## config.mk

```make
export PLATFORM = sky130hd
export DESIGN_NAME = fabric_port_out_arbiter
export DESIGN_NICKNAME = d
export VERILOG_FILES = /design/src/rtl/fabric_port_pkg.sv /design/src/rtl/fabric_port_out_arbiter_rr_arbiter.sv /design/src/rtl/fabric_port_out_arbiter.sv
export SDC_FILE = /design/constraint.sdc
export NUM_CORES = 1
export LEC_CHECK = 0
export CAP_MARGIN = 10
export CORE_MARGIN = 2
export CORE_UTILIZATION = 45
export DETAILED_ROUTE_END_ITERATION = 12
export PLACE_DENSITY_LB_ADDON = 0.3
export SLEW_MARGIN = 20
export SYNTH_ARGS = -nofsm -noshare
export SYNTH_HDL_FRONTEND = slang
export SYNTH_SLANG_ARGS = --single-unit
```

## constraint.sdc

```tcl
create_clock -name clk -period 2.61 [get_ports clk]
set_input_delay 0.522 -clock clk [delete_from_list [all_inputs] [get_ports clk]]
set_output_delay 0.522 -clock clk [all_outputs]
set_load 0.03 [all_outputs]
```

## src/rtl/fabric_port_pkg.sv

```systemverilog
// Shared types and helpers for the fabric port arbiters.
package fabric_port_pkg;

  typedef enum logic {
    IDLE   = 1'b0,
    LOCKED = 1'b1
  } arb_state_t;

  // Widest flit the tail helper accepts; callers zero-extend into it.
  localparam int unsigned MAX_FLIT_W = 64;

  // Width of a channel index / rr pointer for n channels (at least 1 bit).
  function automatic int unsigned idx_width(input int unsigned n);
    return (n > 1) ? $clog2(n) : 1;
  endfunction

  // True when the flit carries the end-of-packet marker.
  function automatic logic is_tail(input logic [MAX_FLIT_W-1:0] flit,
                                   input logic [5:0]            tail_pos);
    return flit[tail_pos];
  endfunction

endpackage

```

## src/rtl/fabric_port_out_arbiter_rr_arbiter.sv

```systemverilog
// Combinational round-robin pick: first requester at or after rr, wrapping.
module rr_arbiter
  import fabric_port_pkg::*;
#(
  parameter int unsigned NUM_CH = 4,
  parameter int unsigned RR_W   = idx_width(NUM_CH)
) (
  input  logic [NUM_CH-1:0] req,
  input  logic [RR_W-1:0]   rr,
  output logic [NUM_CH-1:0] grant,
  output logic              any_req
);

  int unsigned     cand;
  logic [RR_W-1:0] idx;

  // Walk channels rr, rr+1, ... with explicit modulo wrap so odd NUM_CH works.
  always_comb begin
    grant   = '0;
    any_req = 1'b0;
    cand    = 0;
    idx     = '0;
    for (int unsigned i = 0; i < NUM_CH; i++) begin
      cand = 32'(rr) + i;
      if (cand >= NUM_CH) cand = cand - NUM_CH;
      idx = RR_W'(cand);
      if (!any_req && req[idx]) begin
        grant[idx] = 1'b1;
        any_req    = 1'b1;
      end
    end
  end

endmodule

```

## src/rtl/fabric_port_out_arbiter.sv

```systemverilog
// Packet-level round-robin arbiter feeding the output-port demux through a
// one-entry registered show-ahead buffer; a grant is held until its tail flit.
module fabric_port_out_arbiter
  import fabric_port_pkg::*;
#(
  parameter int unsigned NUM_CH   = 4,
  parameter int unsigned WIDTH    = 4,
  parameter int unsigned TAIL_POS = 1
) (
  input  logic                    clk,
  input  logic                    rst_n,
  input  logic [NUM_CH*WIDTH-1:0] i_data,
  input  logic [NUM_CH-1:0]       i_empty,
  output logic [NUM_CH-1:0]       o_read_en,
  output logic [WIDTH-1:0]        o_data,
  output logic                    o_empty,
  input  logic                    i_read_en
);

  localparam int unsigned RR_W = idx_width(NUM_CH);

  arb_state_t              state_q, state_d;
  logic [RR_W-1:0]         rr_q, rr_d;
  logic [RR_W-1:0]         g_q, g_d;
  logic                    valid_q, valid_d;
  logic [WIDTH-1:0]        data_q, data_d;

  logic [NUM_CH-1:0]       arb_grant;
  logic                    arb_any;
  logic [RR_W-1:0]         grant_idx;
  logic [WIDTH-1:0]        g_flit;
  logic                    g_empty;
  logic                    can_load;
  logic                    pop;
  logic [MAX_FLIT_W-1:0]   flit_ext;

  rr_arbiter #(
    .NUM_CH (NUM_CH),
    .RR_W   (RR_W)
  ) u_rr (
    .req     (~i_empty),
    .rr      (rr_q),
    .grant   (arb_grant),
    .any_req (arb_any)
  );

  assign can_load = ~valid_q | i_read_en;
  assign o_data   = data_q;
  assign o_empty  = ~valid_q;

  // Select the granted channel's flit/empty and encode the arbiter's one-hot pick.
  always_comb begin
    g_flit    = '0;
    g_empty   = 1'b1;
    grant_idx = '0;
    for (int unsigned c = 0; c < NUM_CH; c++) begin
      if (g_q == RR_W'(c)) begin
        g_flit  = i_data[c*WIDTH +: WIDTH];
        g_empty = i_empty[c];
      end
      if (arb_grant[c]) grant_idx = RR_W'(c);
    end
  end

  // Next-state, pop strobe and output-buffer update.
  always_comb begin
    state_d   = state_q;
    rr_d      = rr_q;
    g_d       = g_q;
    valid_d   = valid_q;
    data_d    = data_q;
    o_read_en = '0;
    pop       = 1'b0;
    flit_ext  = '0;
    flit_ext[WIDTH-1:0] = g_flit;

    // A read drains the buffer; a pop below overrides this with the new flit.
    if (valid_q && i_read_en) valid_d = 1'b0;

    unique case (state_q)
      IDLE: begin
        if (arb_any) begin
          g_d     = grant_idx;
          state_d = LOCKED;
        end
      end
      LOCKED: begin
        pop = can_load & ~g_empty;
        if (pop) begin
          o_read_en[g_q] = 1'b1;
          data_d         = g_flit;
          valid_d        = 1'b1;
          if (is_tail(flit_ext, 6'(TAIL_POS))) begin
            state_d = IDLE;
            rr_d    = (g_q == RR_W'(NUM_CH - 1)) ? '0 : g_q + RR_W'(1);
          end
        end
      end
      default: state_d = IDLE;
    endcase
  end

  // State, grant, rr pointer and output buffer registers.
  always_ff @(posedge clk or negedge rst_n) begin
    if (!rst_n) begin
      state_q <= IDLE;
      rr_q    <= '0;
      g_q     <= '0;
      valid_q <= 1'b0;
      data_q  <= '0;
    end else begin
      state_q <= state_d;
      rr_q    <= rr_d;
      g_q     <= g_d;
      valid_q <= valid_d;
      data_q  <= data_d;
    end
  end

endmodule

```

======== Yosys cells after proc, flatten, opt, wreduce, memory -nomap -nowiden ========
Index checks and enable logic that the tools add are counted.
word-level totals
  flip-flop bits (word level) ............. 10
  input port bits ......................... 23
cells by class
  add/sub/neg operators ................... 8
  order comparisons ....................... 14
  eq/ne operators ......................... 3
  mux-type cells .......................... 51
  bitwise logic cells ..................... 9
  reductions and logical operators ........ 16
operators with widths
  cell                   number
  $mux W4                10
  $mux W1                24
  $lt A2 B3 Y1 const B   5
  $mux W2                7
  $or A4 B4 Y4           3
  $demux W1 S2           5
  $ge A2 B1 Y1 const B   5
  $ge A3 B3 Y1 const B   3
  $logic_and A1 B1 Y1    9
  $bmux W1 S2            4
  $sub A2 B1 Y2 const B  4
  $add A2 B2 Y3 const B  2
  $eq A2 B2 Y1 const B   2
  $not A4 Y4             1
  $reduce_and A2 Y1      2
  $add A2 B1 Y3 const B  1
  $ge A2 B3 Y1 const B   1
  $logic_not A1 Y1       3
  $not A1 Y1             3
  $reduce_and A3 Y1      1
  $add A2 B1 Y2 const B  1
  $eq A2 B1 Y1 const B   1
  $logic_not A2 Y1       1
  $pmux W1 S2            1
  2 further kinds        2

======== Longest topological paths before layout ========
  word-level depth ........................ 17
  gate-level depth with buffers ........... 9

======== Cells and area by module ========
From an unflattened synthesis, not the netlist that was laid out.
unflattened totals
  cells, all modules ...................... 132
  area total of the unflattened synthesis .. 1218.7 um^2
by module, submodules not included
  module                   instances  cells each  area each (um^2)  sequential area each (um^2)
  fabric_port_out_arbiter  1          70          710.7             250.2
  rr_arbiter               1          62          508.0             0.0

======== Worst setup path before layout ========
OpenSTA, ideal clock, no wires.
  path type ............................... register -> output
  start point ............................. reg g_q[0]
  end point ............................... out o_read_en[2]
  arrival ................................. 1.744 ns
  data required time ...................... 2.088 ns
  setup slack ............................. 0.344 ns
  cell stages (with the launch flop) ...... 8
  buffers on the path ..................... 1
  cell sequence ........................... dfrtp_1 > inv_1 > ha_1 > clkbuf_1 > o311ai_0 > a21oi_1 > inv_1 > nor2_1
on the way
  longest elaborated chain between the ends .. 9
RTL lines
  what                    line                            source
  start, declared         fabric_port_out_arbiter.sv:24   logic [RR_W-1:0] g_q, g_d;
  start signal, assigned  fabric_port_out_arbiter.sv:114  g_q <= g_d;
  $logic_not A2 Y1        fabric_port_out_arbiter.sv:57   if (g_q == RR_W'(c)) begin
  $mux W1 (4 in a row)    fabric_port_out_arbiter.sv:57
  $not A1 Y1              fabric_port_out_arbiter.sv:88   pop = can_load & ~g_empty;
  $and A1 B1 Y1           fabric_port_out_arbiter.sv:88
  $mux W4 *               fabric_port_out_arbiter.sv:89   if (pop) begin
  $mux W4 *               fabric_port_out_arbiter.sv:80   unique case (state_q)
  end, declared           fabric_port_out_arbiter.sv:14   output logic [NUM_CH-1:0] o_read_en,
Mark *: on every way between the ends. The rest lies on a longest branch, timed or not.

======== Final worst setup path ========
  start point ............................. reg g_q[1]
  end point ............................... out o_read_en[2]
The elaborated chain is that of the path after synthesis.

==> out/results.ini <==
[run_status]
status = completed

[logic_synthesis]
yosysWarnings = 0
synth_edf_count = 0
synth_compound_area_share_pct = 24.6
synth_flop_cell = dfrtp_1
synth_top_cell_by_area = dfrtp_1
synth-seq-cells = 10
syn_inst = 112
syn_area_per_cell_um2 = 8.78
yosysMostFrequentCell = nand2_1
postSynthNetCount = 143
yosys.area_share.adder_pct = 10.2
synth.distinct_cells = 35
synth_top_family_by_area = compound AO/OA/AOI/OAI gates
synth-simple-area-share_pct = 20.1
synth_top_area_share_pct = 25.4
synth_xor_area_share_pct = 0
yosysSeqAreaShare_pct = 25.4
synthMuxAreaShare_pct = 12.2
syn_area_um2 = 983
synthTopCellsByCount = 13 x nand2_1, 12 x inv_1, 10 x dfrtp_1
synth_area_leaders = dfrtp_1 25%, ha_1 10%, mux4_1 5.3%, nand2_1 5.0%, inv_1 4.6%
synthArstFlopShare_pct = 100

[critical_path]
rrSetupSlack_ns = 0.32
crit_fanout = 11
r2r-start = rr_q[1]
end_kind = output port
r2r_cells = 7
worstPathRequired_ns = 2.09
cp.arrival_ns = 1.89
start_kind = flop
worstReg2RegEnd = g_q[0]
worstSetupPathType = reg -> out

[final_layout]
fillers = 163
fin_nets = 181
design_area_mm2 = 0.00140
fin_cells = 175
drive_gt1_share_pct = 18.9
n_antenna_cell = 0
area_growth_pct = 42.4
utilization_pct = 69.9

[clock_tree]
htree_num_levels = 1
clkSinkCount = 10
clk_pin_slew_worst_paths_ns = 0.06
clk_latency_ns = 0.26
clk_path_buf_depth = 2
cts_buffers = 3
ctsRootBufferMaster = clkbuf_4
cts_tree = built

[detailed_routing]
viasPerCell = 5.54
wl_per_cell_um = 13.7
vias = 969
postRouteWirelength_um = 2410
postRouteAntennaNets = 0
route.detailed.drc = 0
first_pass_iters = 5
drtIter0Drc = 22

[sta]
worst_pin_slew_ns = 0.425
relSlewSlack_pct = 71.6
fin_skew_ns = 0.00339
fin_crit_ns = 2.41
setup_violations = 0
timing_hold_violations_final = 0
slew_violations = 0
fin_crit_sh_pct = 92.4
fmax_ghz = 0.415
tns_ns = 0
rsz0062_at_grt = no

[placement]
place_hpwl_um = 1950
placed_cells = 170
postPlaceCellArea_mm2 = 0.00133
place.gp.congestion = 0.732
placement.io_buffers = 31

[job]
maxCapViolations = 0

[floorplan]
start_util_pct = 49.1
die_y_um = 50.8
die_w_um = 50.8
dieArea_mm2 = 0.00258
coreArea_mm2 = 0.00200
fp-row-count = 16
io_pins = 32

[power]
ir_drop_uv = 749
cellPowerDensity_mw_per_mm2 = 1170
total_power_uw = 1640
leakage_uw = 0.000589

[grt]
grt_max_degree = 12
antenna_found_initial = 0
grt_overflow = 0
grt_pass1_wl_um = 4050
grt_pass1_vias = 923
grt_usage_pct = 20.6

[min_path]
min-delay-start = o_data[3]
hold_depth = 1
worstHoldEndpoint = o_data[3]
worstHoldPathType = reg -> reg

-- flip-flops by register name, indices dropped and copies added (netlist names) --
name / cells
valid_q: 1
rr_q: 2
o_data: 4
state_q: 1
g_q: 2
-- worst max path at each step --
stage / startpoint / cells after the start / slack [ns] / to
6_report: g_q[1] / 8 / 0.20 / o_read_en[2]
5_1_grt: g_q[1] / 8 / 0.02 / o_read_en[2]
4_1_cts: g_q[0] / 8 / 0.005 / o_read_en[2]
3_5_place_dp: i_empty[0] / 7 / 0.16 / o_read_en[2]
3_3_place_gp: i_empty[0] / 7 / 0.20 / o_read_en[2]
2_1_floorplan: g_q[0] / 7 / 0.34 / o_read_en[2]
-- area by class of cell --
class	instances	area (µm²)	area share (%)
Clock buffer	3	22.5	1.61
Timing Repair Buffer	38	353	25.2
Inverter	12	45.0	3.22
Tap cell	27	33.8	2.41
Multi-Input combinational cell	85	694	49.6
Sequential cell	10	251	18.0
-- timing repair --
action,in CTS,in global routing
resized for setup,0,11
pin swaps,1,1
setup endpoints to repair,2,4
hold buffers,0,0
setup buffers,0,2
-- cells by family (layout without fill, tap and decap cells) --
kind of cell               Yosys count  in the layout
DFF                                 10             10
adders and majority gates            8              8
AOI/OAI and AO/OA                   35             35
buffers and inverters               17             53
and+or+nand+nor                     36             36
muxes                                6              6
-- critical path: stages (launching register included) --
cell      delay (ns)
dfrtp_1         0.43
inv_2           0.12
ha_4            0.19
nor2b_1         0.15
o311ai_1        0.11
a21oi_1         0.26
inv_1           0.11
nor2_1          0.10
buf_4           0.16
-- layout by cell type, fill, tap and decap left out, types with 2 or more instances in the layout --
cell / n
clkdlybuf4s50_1: 27
nand2_1: 13
buf_4: 11
inv_1: 10
dfrtp_1: 9
a21oi_1: 8
nor2_1: 5
nand3b_1: 5
a31oi_1: 4
o21a_1: 4
ha_1: 4
nand2b_1: 3
o211ai_1: 3
o21ai_0: 3
clkbuf_4: 3
nor2b_1: 2
and2_1: 2
inv_2: 2
mux4_1: 2
mux2_2: 2
a21o_1: 2
o2bb2ai_1: 2
mux4_2: 2
a2bb2oi_1: 2
ha_4: 2
ha_2: 2
-- layer usage --
metal  track usage [%]  vias up  wire length [µm]
met2              41.4       19              1380
met1              21.7      470               926
li1                  -      480                 -
met3              5.65        0                99
met5                 0        -                 0
met4              1.35        0                 0
-- power breakdown --
group          total, µW  switching (µW)  internal (µW)
Sequential           311            71.8            239
Clock               97.8            44.9           52.8
Combinational       1230             646            581
Total               1640             763            873
-- stage by stage --
stage          hold slack, ns  worst slack, ns
2_1_floorplan           0.226            0.344
3_3_place_gp            0.484            0.195
3_5_place_dp            0.484            0.159
4_1_cts                 0.502          0.00534
5_1_grt                 0.541           0.0241
6_report                0.494            0.198
(Power assumes the default switching activity.)
